$ cat src/rtl/mem_arbiter.sv
`default_nettype none
// ============================================================================
// Module   : mem_arbiter
// Purpose  : Shares one byte-wide memory port between the core and the
//            memory manager (loader/debug). Ownership changes only at core
//            instruction boundaries (core_cede). Halt mode keeps the core
//            stopped so the loader can fill memory. A sticky watchdog flags
//            a core that never cedes.
// Ports    : clk, rst_n            clock, async active-low reset
//            o_core_state          run-enable to core
//            i_core_cede/we/wd/ad  core handshake and memory request
//            i_mgr_req, o_mgr_gnt  manager request/grant (level)
//            i_mgr_we/wd/ad        manager memory request
//            i_halt                keep core stopped while manager is idle
//            i_mem_rd, o_rd_out    read data, fanned out to both requesters
//            o_mem_we/wd/ad        external memory port
//            o_fsm                 state encoding for LEDs/debug
//            o_cede_timeout        sticky watchdog flag
// Params   : MABL address width, CEDE_TIMEOUT (>= 2) DRAIN cycles before the
//            watchdog fires, TW counter width (2**TW > CEDE_TIMEOUT).
// Revision : 1.0  initial release
// ============================================================================
module mem_arbiter #(
  parameter int MABL         = 19,
  parameter int CEDE_TIMEOUT = 1024,
  parameter int TW           = 16
) (
  input  logic            clk,
  input  logic            rst_n,
  output logic            o_core_state,
  input  logic            i_core_cede,
  input  logic            i_core_we,
  input  logic [7:0]      i_core_wd,
  input  logic [MABL-1:0] i_core_ad,
  input  logic            i_mgr_req,
  output logic            o_mgr_gnt,
  input  logic            i_mgr_we,
  input  logic [7:0]      i_mgr_wd,
  input  logic [MABL-1:0] i_mgr_ad,
  input  logic            i_halt,
  input  logic [7:0]      i_mem_rd,
  output logic            o_mem_we,
  output logic [7:0]      o_mem_wd,
  output logic [MABL-1:0] o_mem_ad,
  output logic [7:0]      o_rd_out,
  output logic [2:0]      o_fsm,
  output logic            o_cede_timeout
);

  localparam logic [2:0] c_IDLE     = 3'd0;
  localparam logic [2:0] c_CORE_RUN = 3'd1;
  localparam logic [2:0] c_DRAIN    = 3'd2;
  localparam logic [2:0] c_MGR_OWN  = 3'd3;
  localparam logic [2:0] c_HANDBACK = 3'd4;

  localparam logic [TW-1:0] c_SAT  = TW'(CEDE_TIMEOUT);
  // The flag sets on the edge that completes the CEDE_TIMEOUT-th DRAIN cycle,
  // i.e. when the count before that edge is CEDE_TIMEOUT-1. Comparing against
  // the pre-increment value also avoids any wrap of count+1.
  localparam logic [TW-1:0] c_LAST = TW'(CEDE_TIMEOUT - 1);

  logic [2:0]    r_state;
  logic [2:0]    w_next;
  logic [TW-1:0] r_wdog;
  logic          r_timeout;

  // --------------------------------------------------------------------------
  // Next-state logic
  // --------------------------------------------------------------------------
  always_comb begin
    w_next = r_state;
    case (r_state)
      c_IDLE: begin
        if (i_mgr_req)    w_next = c_MGR_OWN;
        else if (!i_halt) w_next = c_CORE_RUN;
      end
      c_CORE_RUN: begin
        if (i_mgr_req || i_halt) w_next = c_DRAIN;
      end
      c_DRAIN: begin
        if (i_core_cede && i_mgr_req)          w_next = c_MGR_OWN;
        else if (i_core_cede && i_halt)        w_next = c_IDLE;
        // Reason to stop vanished: resume the core even if it already ceded.
        else if (!i_mgr_req && !i_halt)        w_next = c_CORE_RUN;
      end
      c_MGR_OWN: begin
        if (!i_mgr_req) w_next = c_HANDBACK;
      end
      c_HANDBACK: begin
        if (i_mgr_req)   w_next = c_MGR_OWN;
        else if (i_halt) w_next = c_IDLE;
        else             w_next = c_CORE_RUN;
      end
      default: w_next = c_IDLE;
    endcase
  end

  always_ff @(posedge clk or negedge rst_n) begin
    if (!rst_n) r_state <= c_IDLE;
    else        r_state <= w_next;
  end

  // --------------------------------------------------------------------------
  // Cede watchdog: counts consecutive cycles in DRAIN, zero elsewhere.
  // It only reports; ownership is never forced.
  // --------------------------------------------------------------------------
  always_ff @(posedge clk or negedge rst_n) begin
    if (!rst_n) begin
      r_wdog    <= '0;
      r_timeout <= 1'b0;
    end else begin
      if (r_state == c_DRAIN && w_next == c_DRAIN)
        r_wdog <= (r_wdog == c_SAT) ? r_wdog : r_wdog + TW'(1);
      else
        r_wdog <= '0;
      if (r_state == c_DRAIN && r_wdog >= c_LAST)
        r_timeout <= 1'b1;
    end
  end

  // --------------------------------------------------------------------------
  // Moore outputs. The memory mux is decoded from the state register only, so
  // a single source (or none) reaches mem_we and the async reset clears the
  // strobe as soon as rst_n falls.
  // --------------------------------------------------------------------------
  always_comb begin
    o_mem_we = 1'b0;
    o_mem_wd = '0;
    o_mem_ad = '0;
    case (r_state)
      c_CORE_RUN, c_DRAIN: begin
        o_mem_we = i_core_we;
        o_mem_wd = i_core_wd;
        o_mem_ad = i_core_ad;
      end
      c_MGR_OWN: begin
        o_mem_we = i_mgr_we;
        o_mem_wd = i_mgr_wd;
        o_mem_ad = i_mgr_ad;
      end
      default: begin
        o_mem_we = 1'b0;
        o_mem_wd = '0;
        o_mem_ad = '0;
      end
    endcase
  end

  assign o_core_state   = (r_state == c_CORE_RUN);
  assign o_mgr_gnt      = (r_state == c_MGR_OWN);
  assign o_rd_out       = i_mem_rd;
  assign o_fsm          = r_state;
  assign o_cede_timeout = r_timeout;

endmodule
`default_nettype wire

$ cat config.mk
export PLATFORM = sky130hd
export DESIGN_NAME = mem_arbiter
export DESIGN_NICKNAME = d
export VERILOG_FILES = /design/src/rtl/mem_arbiter.sv
export SDC_FILE = /design/constraint.sdc
export NUM_CORES = 1
export LEC_CHECK = 0
export ABC_AREA = 1
export BUFFER_PORTS_ARGS = -buffer_cell sky130_fd_sc_hd__buf_2
export CAP_MARGIN = 10
export CORE_AREA = 2 2 69 71
export DETAILED_ROUTE_END_ITERATION = 12
export DIE_AREA = 0 0 71 73
export GPL_TIMING_DRIVEN = 1
export HOLD_SLACK_MARGIN = 0.03
export PLACE_DENSITY = 0.71
export SYNTH_ARGS = -nofsm -noshare
export SYNTH_HDL_FRONTEND = slang
export SYNTH_SLANG_ARGS = --single-unit
$ cat constraint.sdc
create_clock -name clk -period 2.02 [get_ports clk]
set_clock_uncertainty 0.1 [all_clocks]
set_input_delay 0.101 -clock clk [delete_from_list [all_inputs] [get_ports clk]]
set_output_delay 0.101 -clock clk [all_outputs]
set_load 0.1 [all_outputs]
# Word-level counts from Yosys, hierarchy flattened
# Cells that the tools add are included.
[word_totals] reg_bits=20 input_bits=69 out_inout_bits=42 wordCells=37
[op_classes] addsub=1 n_lt_le_gt_ge=1 n_eq_ne=7 n_mux=15 n_reduce_logical=10
[ops] op="$pmux W19 S2" count=1
[ops] op="$mux W16" count=2
[ops] op="$mux W3" count=7
[ops] op="$add A16 B1 Y16 const B" count=1
[ops] op="$eq A16 B11 Y1 const B" count=1
[ops] op="$ge A16 B10 Y1 const B" count=1
[ops] op="$pmux W8 S2" count=1
[ops] op="$pmux W3 S5" count=1
[ops] op="$eq A3 B2 Y1 const B" count=3
[ops] op="$logic_and A1 B1 Y1" count=5
[ops] op="$eq A3 B1 Y1 const B" count=1
[ops] op="$eq A3 B3 Y1 const B" count=1
[ops] op="$logic_not A3 Y1" count=1
[ops] op="$logic_not A1 Y1" count=2
[ops] op="$mux W2" count=1
[ops] op="$ne A2 B2 Y1 const B" count=1
[ops] op="$pmux W1 S2" count=1
[ops] op="$reduce_or A2 Y1" count=1
[ops] op="$logic_or A1 B1 Y1" count=1
[ops] op="$mux W1" count=1

# Longest topological paths before layout
# Gate-level depths: netlist (run 1).
[depth] depth_word=9 mapped_depth=9 mapped_depth_nobuf=9

# Worst setup path after synthesis (run 1)
# Ideal clock, no wire load.
[synth_timing] kind="register to output" start="reg r_state[0] (netlist: o_fsm[0])" end="out o_mem_ad[10]" t_arrival_ps=2749 required_ps=1819 slack_ps=-930 stages_incl_launch_ff=5 path_buffers=1 path_cell_list="dfrtp_1 > nand3_1 > inv_1 > buf_2 > a22o_1"
[synth_via] word_cells_on_any_way=5 cone_classes="eq/ne: 3; mux: 1; reduce/logical: 1"
[synth_lines] element="from (decl)" line="62" source="logic [2:0] r_state;"
[synth_lines] element="from (signal assigned)" line="99" source="if (!rst_n) r_state <= c_IDLE;"
[synth_lines] element="from (signal assigned)" line="100" source="else r_state <= w_next;"
[synth_lines] element="$eq A3 B2 Y1"
[synth_lines] element="net o_mgr_gnt" line="36" source="output logic o_mgr_gnt,"
[synth_lines] element="$pmux W19 S2" line="130" source="case (r_state)"
[synth_lines] element="to (decl)" line="44" source="output logic [MABL-1:0] o_mem_ad,"
# The timed path passes the listed nets, and every way through them passes these cells.

# Worst setup path after layout (run 1)
[layout_timing] start="reg r_state[0] (netlist: o_fsm[0])" end="out o_mem_wd[3]"
[layout_via] elab_chain_len=3 word_cells_on_any_way=5 cone_classes="eq/ne: 3; mux: 1; reduce/logical: 1"
[layout_lines] element="$eq A3 B1 Y1 / $eq A3 B2 Y1 (equally long branches)" line="130"
[layout_lines] element="$reduce_or A2 Y1" line="130"
[layout_lines] element="$pmux W8 S2 *" line="130"
[layout_lines] element="to (decl)" line="43" source="output logic [7:0] o_mem_wd,"
# Every way passes the cells marked *; elsewhere a longest branch is shown, timed or not.

==> results.sh, run 1 <==
export IMPL_route_antenna_remaining_nets=0
export IMPL_root_cell_of_the_clock_tree="clkbuf_8"
export IMPL_htree_levels=1
export IMPL_routability_congestion_estimate_from_global_placement=0.929
export IMPL_grt_use_total=0.205
export IMPL_critical_path_top_delay_family="flip-flops"
export IMPL_dr_wl_met3_um=631
export IMPL_maxCapViolations=0
export IMPL_data_required_time_at_the_worst_endpoint_ns=1.82
export IMPL_fillerInstances=383
export IMPL_timing_critical_path_from="o_fsm[0]$_DFF_PN0_"
export IMPL_final_setup_tns_ns=0
export IMPL_grt_pass1_wl_um=8250
export IMPL_m1WireLength_um=1910
export IMPL_synth_edff_count=0
export IMPL_rr_startpoint="o_fsm[2]$_DFF_PN0_"
export IMPL_reg2regPathDepth=7
export IMPL_critPathCaptureType="output port"
export IMPL_worstHoldPathType="primary input to register"
export IMPL_grt_remaining_overflow=0
export IMPL_layout_drive_gt1_share=0.502
export IMPL_met2_wirelength_um=2710
export IMPL_diodes=0
export IMPL_clock_sink_count=20
export IMPL_crit_path_start_kind="register"
export IMPL_clock_tree_from_tritoncts="done"
export IMPL_area_growth_syn_to_layout_pct=66.1
export IMPL_detail_route_vias_per_cell=5.03
export IMPL_status="finished, final reports clean"
export IMPL_synth_largest_type_area_fraction=0.295
export IMPL_synth_seq_cells=20
export IMPL_ys_async_sr_fraction=1.00
export IMPL_slowest_delay_ns=0.51
export IMPL_finalSetupViolCount=0
export IMPL_dp_hpwl_um=4140
export IMPL_synth_largest_area_cell="dfrtp_1"
export IMPL_via_count=1827
export IMPL_dr_pass1_iters=4
export IMPL_floorplan_die_width_um=71
export IMPL_clk_latency_ns=0.26
export IMPL_largest_net_degree_at_the_start_of_global_routing=30
export IMPL_die_area_um2=5180
export IMPL_seq_area_frac_synth=0.295
export IMPL_timing_worst_slew_pin_value_ns=0.504
export IMPL_final_period_minus_worst_setup_slack_ns=1.90
export IMPL_predominant_post_synthesis_flop_cell="dfrtp_1"
export IMPL_critical_path_slowest_cell="dfrtp_4"
export IMPL_syn_cell_area_um2=1690
export IMPL_multi_input_area_um2=1100
export IMPL_slew_viol_final=0
export IMPL_highest_layer="met4"
export IMPL_yosysUniqueCellTypes=29
export IMPL_cts_reportedPaths_clkPinSlew_ns=0.07
export IMPL_layout_area_seq_um2=507
export IMPL_worst_hold_path_num_cells=4
export IMPL_routed_wire_length_per_instance_um=14.8
export IMPL_max_slew_margin_rel=0.666
export IMPL_drt_total_wl_um=5370
export IMPL_design_core_area_um2=4540
export IMPL_grt_pass1_vias=1718
export IMPL_port_buffers=94
export IMPL_detail_route_drc_violations=0
export IMPL_floorplan_initialDensity=0.374
export IMPL_most_frequent_cells_after_synthesis="nand2_1 (45), nor2_1 (30), a22o_1 (28), inv_1 (23), dfrtp_1 (20)"
export IMPL_antenna_found_initial=1
export IMPL_floorplan_die_height_um=73
export IMPL_cts_buffers=3
export IMPL_synthCells=216
export IMPL_synthesis_yosys_warnings=0
export IMPL_crit_path_cell_chain="inv_2, nor2_4, nand2_2, o21ai_4, buf_4, a22o_2, buf_12"
export IMPL_rsz0062_at_grt="no"
export IMPL_reg2reg_slack_ns=0.36
export IMPL_critPathKind="register to output port"
export IMPL_placementRows=25
export IMPL_synth_area_leaders="dfrtp_1 (30%), a22o_1 (14%), nand2_1 (10%)"
export IMPL_syn_nets=287
export IMPL_peak_fanout_along_the_critical_path=6
export IMPL_num_nets_final=381
export IMPL_yosysMostFrequentCell="nand2_1"
export IMPL_worst_ep_arrival_time_ns=1.70
export IMPL_initialDrtViolationCount=37
export IMPL_final_hold_viol_count=0
export IMPL_critPathBufInv=3
export IMPL_postSynthAreaPerCell_um2=7.84
export IMPL_hold_path_origin="i_halt"
export IMPL_achievable_frequency_mhz=527
export IMPL_timing_critical_path_depth=7
export IMPL_clockBufferDepth=2
export IMPL_ios=111
export IMPL_layout_worst_path_cycle_share=0.940
[cells by family after synthesis]
logic type                 share of synthesized area
and+or+nand+nor                                0.343
buffers and inverters                          0.128
AOI/OAI and AO/OA                              0.172
DFF                                            0.295
xor gates and xnor gates                      0.0465
adders and majority gates                     0.0148
[tightest hold or removal path, cell delays in order]
cell and delay [ns]:
buf_2 0.09, nand2_1 0.06, nand3_1 0.09, a21oi_1 0.05
[flip-flops by register name (all words and copies together), names as in the netlist]
name,cells
o_cede_timeout,1
r_wdog,16
o_fsm,3
[timing repair]
action                                  CTS  global route
gates cloned                              1             0
setup buffers                             1             4
hold buffers                              2             0
pin swaps                                 1             1
endpoints found under the hold margin    21             0
endpoints found under the setup margin   28            19
gates resized for setup                   1             0
[cells in the final DEF, fill, tap and decap left out, drive strengths merged]
cell type / n
a21o: 1
a21oi: 2
a22o: 28
and2: 1
buf: 100
clkbuf: 4
dfrtp: 20
dlygate4sd3: 2
ha: 2
inv: 24
nand2: 49
nand3: 12
nand3b: 1
nand4: 5
nor2: 42
nor3: 3
o21ai: 3
o21bai: 1
xnor2: 2
xor2: 7
[layout make-up]
class	instances	share of cell area
Sequential cell	20	0.180
Clock buffer	4	0.0160
Inverter	24	0.0320
Tap cell	54	0.0240
Timing Repair Buffer	102	0.358
Multi-Input combinational cell	159	0.390
[per-stage QoR]
stage	area [µm²]	util	instances	hold slack (ns)	worst slack (ns)
6_report	2810	0.620	363	0.0639	0.122
5_1_grt	2810	0.620	363	0.0862	0.0490
4_1_cts	2770	0.611	359	0.0581	0.0551
3_5_place_dp	2670	0.589	351	-0.0288	0.0514
3_3_place_gp	2670	0.589	351	-0.0364	0.100
2_1_floorplan	1810	-	216	-0.295	0.0147
[metal layers]
metal | global-route usage | vias up
li1 | - | 895
met1 | 0.211 | 845
met2 | 0.370 | 76
met3 | 0.0856 | 11
met4 | 0.0797 | 0
met5 | 0 | -
[final timing paths]
path                                               to
min reg2reg                o_cede_timeout$_DFFE_PN0P_
max                                       o_mem_wd[3]
min in group asynchronous       r_wdog[4]$_DFFE_PN0P_
max in group asynchronous          o_fsm[0]$_DFF_PN0_
min                                o_fsm[0]$_DFF_PN0_
max reg2reg                     r_wdog[5]$_DFFE_PN0P_
Power of run 1 is left out: the tool's default activity adds up to more than one toggle a clock period on the data nets, which glitch-free logic cannot reach.
==> run 2, diff against run 1 <==
--- a/config.mk
+++ b/config.mk
@@ -8,12 +8,14 @@
 export ABC_AREA = 1
 export BUFFER_PORTS_ARGS = -buffer_cell sky130_fd_sc_hd__buf_2
 export CAP_MARGIN = 10
-export CORE_AREA = 2 2 69 71
+export CELL_PAD_IN_SITES_DETAIL_PLACEMENT = 0
+export CELL_PAD_IN_SITES_GLOBAL_PLACEMENT = 1
+export CORE_AREA = 2 2 80 82
 export DETAILED_ROUTE_END_ITERATION = 12
-export DIE_AREA = 0 0 71 73
+export DIE_AREA = 0 0 82 84
 export GPL_TIMING_DRIVEN = 1
 export HOLD_SLACK_MARGIN = 0.03
-export PLACE_DENSITY = 0.71
+export PLACE_DENSITY = 0.77
 export SYNTH_ARGS = -nofsm -noshare
 export SYNTH_HDL_FRONTEND = slang
 export SYNTH_SLANG_ARGS = --single-unit
==> run 2 against run 1 <==
First-iteration DRC count is 51% higher. Via count shrank 2.3%. Core utilization shrank 16 points. Global-route usage down 4.9 points. Critical endpoint is now o_mem_ad[17]. Highest routed layer unchanged.
==> results.sh, run 2 (synthesized netlist as in run 1, its figures left out) <==
export IMPL_reg2reg_slack_ns=0.39
export IMPL_area_growth_syn_to_layout_pct=67.4
export IMPL_initialDrtViolationCount=56
export IMPL_reg2regPathDepth=6
export IMPL_final_period_minus_worst_setup_slack_ns=1.89
export IMPL_max_slew_margin_rel=0.669
export IMPL_peak_fanout_along_the_critical_path=14
export IMPL_cts_buffers=3
export IMPL_maxCapViolations=0
export IMPL_die_area_um2=6890
export IMPL_worstHoldPathType="primary input to register"
export IMPL_rsz0062_at_grt="no"
export IMPL_design_core_area_um2=6100
export IMPL_critPathCaptureType="output port"
export IMPL_worst_hold_path_num_cells=4
export IMPL_layout_drive_gt1_share=0.500
export IMPL_number_of_flip_flops_in_the_largest_register=16
export IMPL_grt_pass1_wl_um=8360
export IMPL_layout_worst_path_cycle_share=0.938
export IMPL_achievable_frequency_mhz=528
export IMPL_final_setup_tns_ns=0
export IMPL_slowest_delay_ns=0.51
export IMPL_grt_remaining_overflow=0
export IMPL_port_buffers=94
export IMPL_worst_ep_arrival_time_ns=1.69
export IMPL_dr_pass1_iters=5
export IMPL_layout_cells_most_common_list="buf_2 (65), nand2_1 (45), buf_12 (32)"
export IMPL_crit_path_start_kind="register"
export IMPL_clock_tree_from_tritoncts="done"
export IMPL_floorplan_initialDensity=0.278
export IMPL_antenna_found_initial=0
export IMPL_ios=111
export IMPL_grt_use_total=0.155
export IMPL_htree_levels=1
export IMPL_largest_register="r_wdog"
export IMPL_layout_cells_most_common="buf_2"
export IMPL_largest_net_degree_at_the_start_of_global_routing=30
export IMPL_cts_reportedPaths_clkPinSlew_ns=0.07
export IMPL_grt_pass1_vias=1745
export IMPL_routed_wire_length_per_instance_um=14.1
export IMPL_floorplan_die_height_um=84
export IMPL_final_hold_viol_count=0
export IMPL_rr_startpoint="o_fsm[0]$_DFF_PN0_"
export IMPL_clock_sink_count=20
export IMPL_timing_worst_slew_pin_value_ns=0.499
export IMPL_diodes=0
export IMPL_critical_path_slowest_cell="dfrtp_4"
export IMPL_r2r_end="r_wdog[2]$_DFFE_PN0P_"
export IMPL_routability_congestion_estimate_from_global_placement=0.791
export IMPL_hold_path_origin="i_halt"
export IMPL_critPathKind="register to output port"
export IMPL_clockBufferDepth=2
export IMPL_finalSetupViolCount=0
export IMPL_via_count=1785
export IMPL_hold_end="o_fsm[0]$_DFF_PN0_"
export IMPL_cp_dominant_cell_by_count="buf_12"
export IMPL_route_antenna_remaining_nets=0
export IMPL_num_nets_final=380
export IMPL_data_required_time_at_the_worst_endpoint_ns=1.82
export IMPL_detail_route_vias_per_cell=4.64
export IMPL_detail_route_drc_violations=0
export IMPL_dp_hpwl_um=4160
export IMPL_clk_latency_ns=0.26
export IMPL_status="finished, final reports clean"
export IMPL_placementRows=29
export IMPL_crit_path_cell_chain="inv_2, nor2_4, nand2_2, o21ai_4, buf_12, a22o_2, buf_12"
export IMPL_drt_total_wl_um=5430
export IMPL_slew_viol_final=0
export IMPL_floorplan_die_width_um=82
export IMPL_root_cell_of_the_clock_tree="clkbuf_8"
## run 2: cell count changes in the layout (fill, tap and decap cells not counted), sizes merged
cell,previous run,this run
buf,100,99
## run 2: how the worst max path moves through the flow
| stage | end | start | depth (start not counted) | slack [ns] |
|---|---|---|---|---|
| 4_1_cts | o_mem_ad[17] | o_fsm[2]$_DFF_PN0_ | 5 | 0.05 |
| 3_5_place_dp | o_mem_ad[17] | o_fsm[2]$_DFF_PN0_ | 5 | 0.05 |
| 2_1_floorplan | o_mem_wd[3] | o_fsm[2]$_DFF_PN0_ | 5 | 0.01 |
| 6_report | o_mem_ad[17] | o_fsm[0]$_DFF_PN0_ | 7 | 0.13 |
| 3_3_place_gp | o_mem_ad[17] | o_fsm[2]$_DFF_PN0_ | 5 | 0.04 |
| 5_1_grt | o_mem_wd[5] | o_fsm[0]$_DFF_PN0_ | 7 | 0.04 |
## run 2: area by class of cell
cell class                 count  area (µm²)
clock buffer                   4        45.0
timing repair buffer         101        1000
tap                           77        96.3
fill                         574        3260
sequential                    20         507
multi-input combinational    159        1100
inverter                      24        90.1
## run 2: per-layer routing
| metal | vias up | part of all wire | GRT usage |
|---|---|---|---|
| li1 | 890 | - | - |
| met1 | 812 | 0.39 | 0.169 |
| met2 | 76 | 0.50 | 0.293 |
| met3 | 7 | 0.094 | 0.0292 |
| met4 | 0 | 0.014 | 0.0470 |
| met5 | - | 0 | 0 |
## run 2: critical path: cells and delay by family, from the launching register on
kind	cells	cell delay, ns
compound gates	2	0.32
flops	1	0.51
simple gates	2	0.16
buf+inv	3	0.43
## run 2: through the flow
| stage | hold WS, ns | setup WS, ns | util | area, µm² | std cells |
|---|---|---|---|---|---|
| finish | 0.0814 | 0.126 | 0.465 | 2840 | 385 |
| CTS | 0.0651 | 0.0482 | 0.461 | 2810 | 383 |
| detailed placement | -0.0146 | 0.0481 | 0.443 | 2700 | 374 |
| global placement | -0.0145 | 0.0405 | 0.443 | 2700 | 374 |
| floorplan | -0.295 | 0.0147 | - | 1810 | 216 |
| global route | 0.102 | 0.0434 | 0.465 | 2840 | 385 |
## run 2: what timing repair did
| action | 4_1_cts | 5_1_grt |
|---|---|---|
| hold endpoints to repair | 21 | 0 |
| cloned | 1 | 0 |
| hold buffers | 2 | 0 |
| pin swaps | 1 | 1 |
| setup endpoints to repair | 28 | 20 |
| resized for setup | 1 | 0 |
| buffers inserted | 2 | 2 |
Power of run 2 is left out for the same reason.
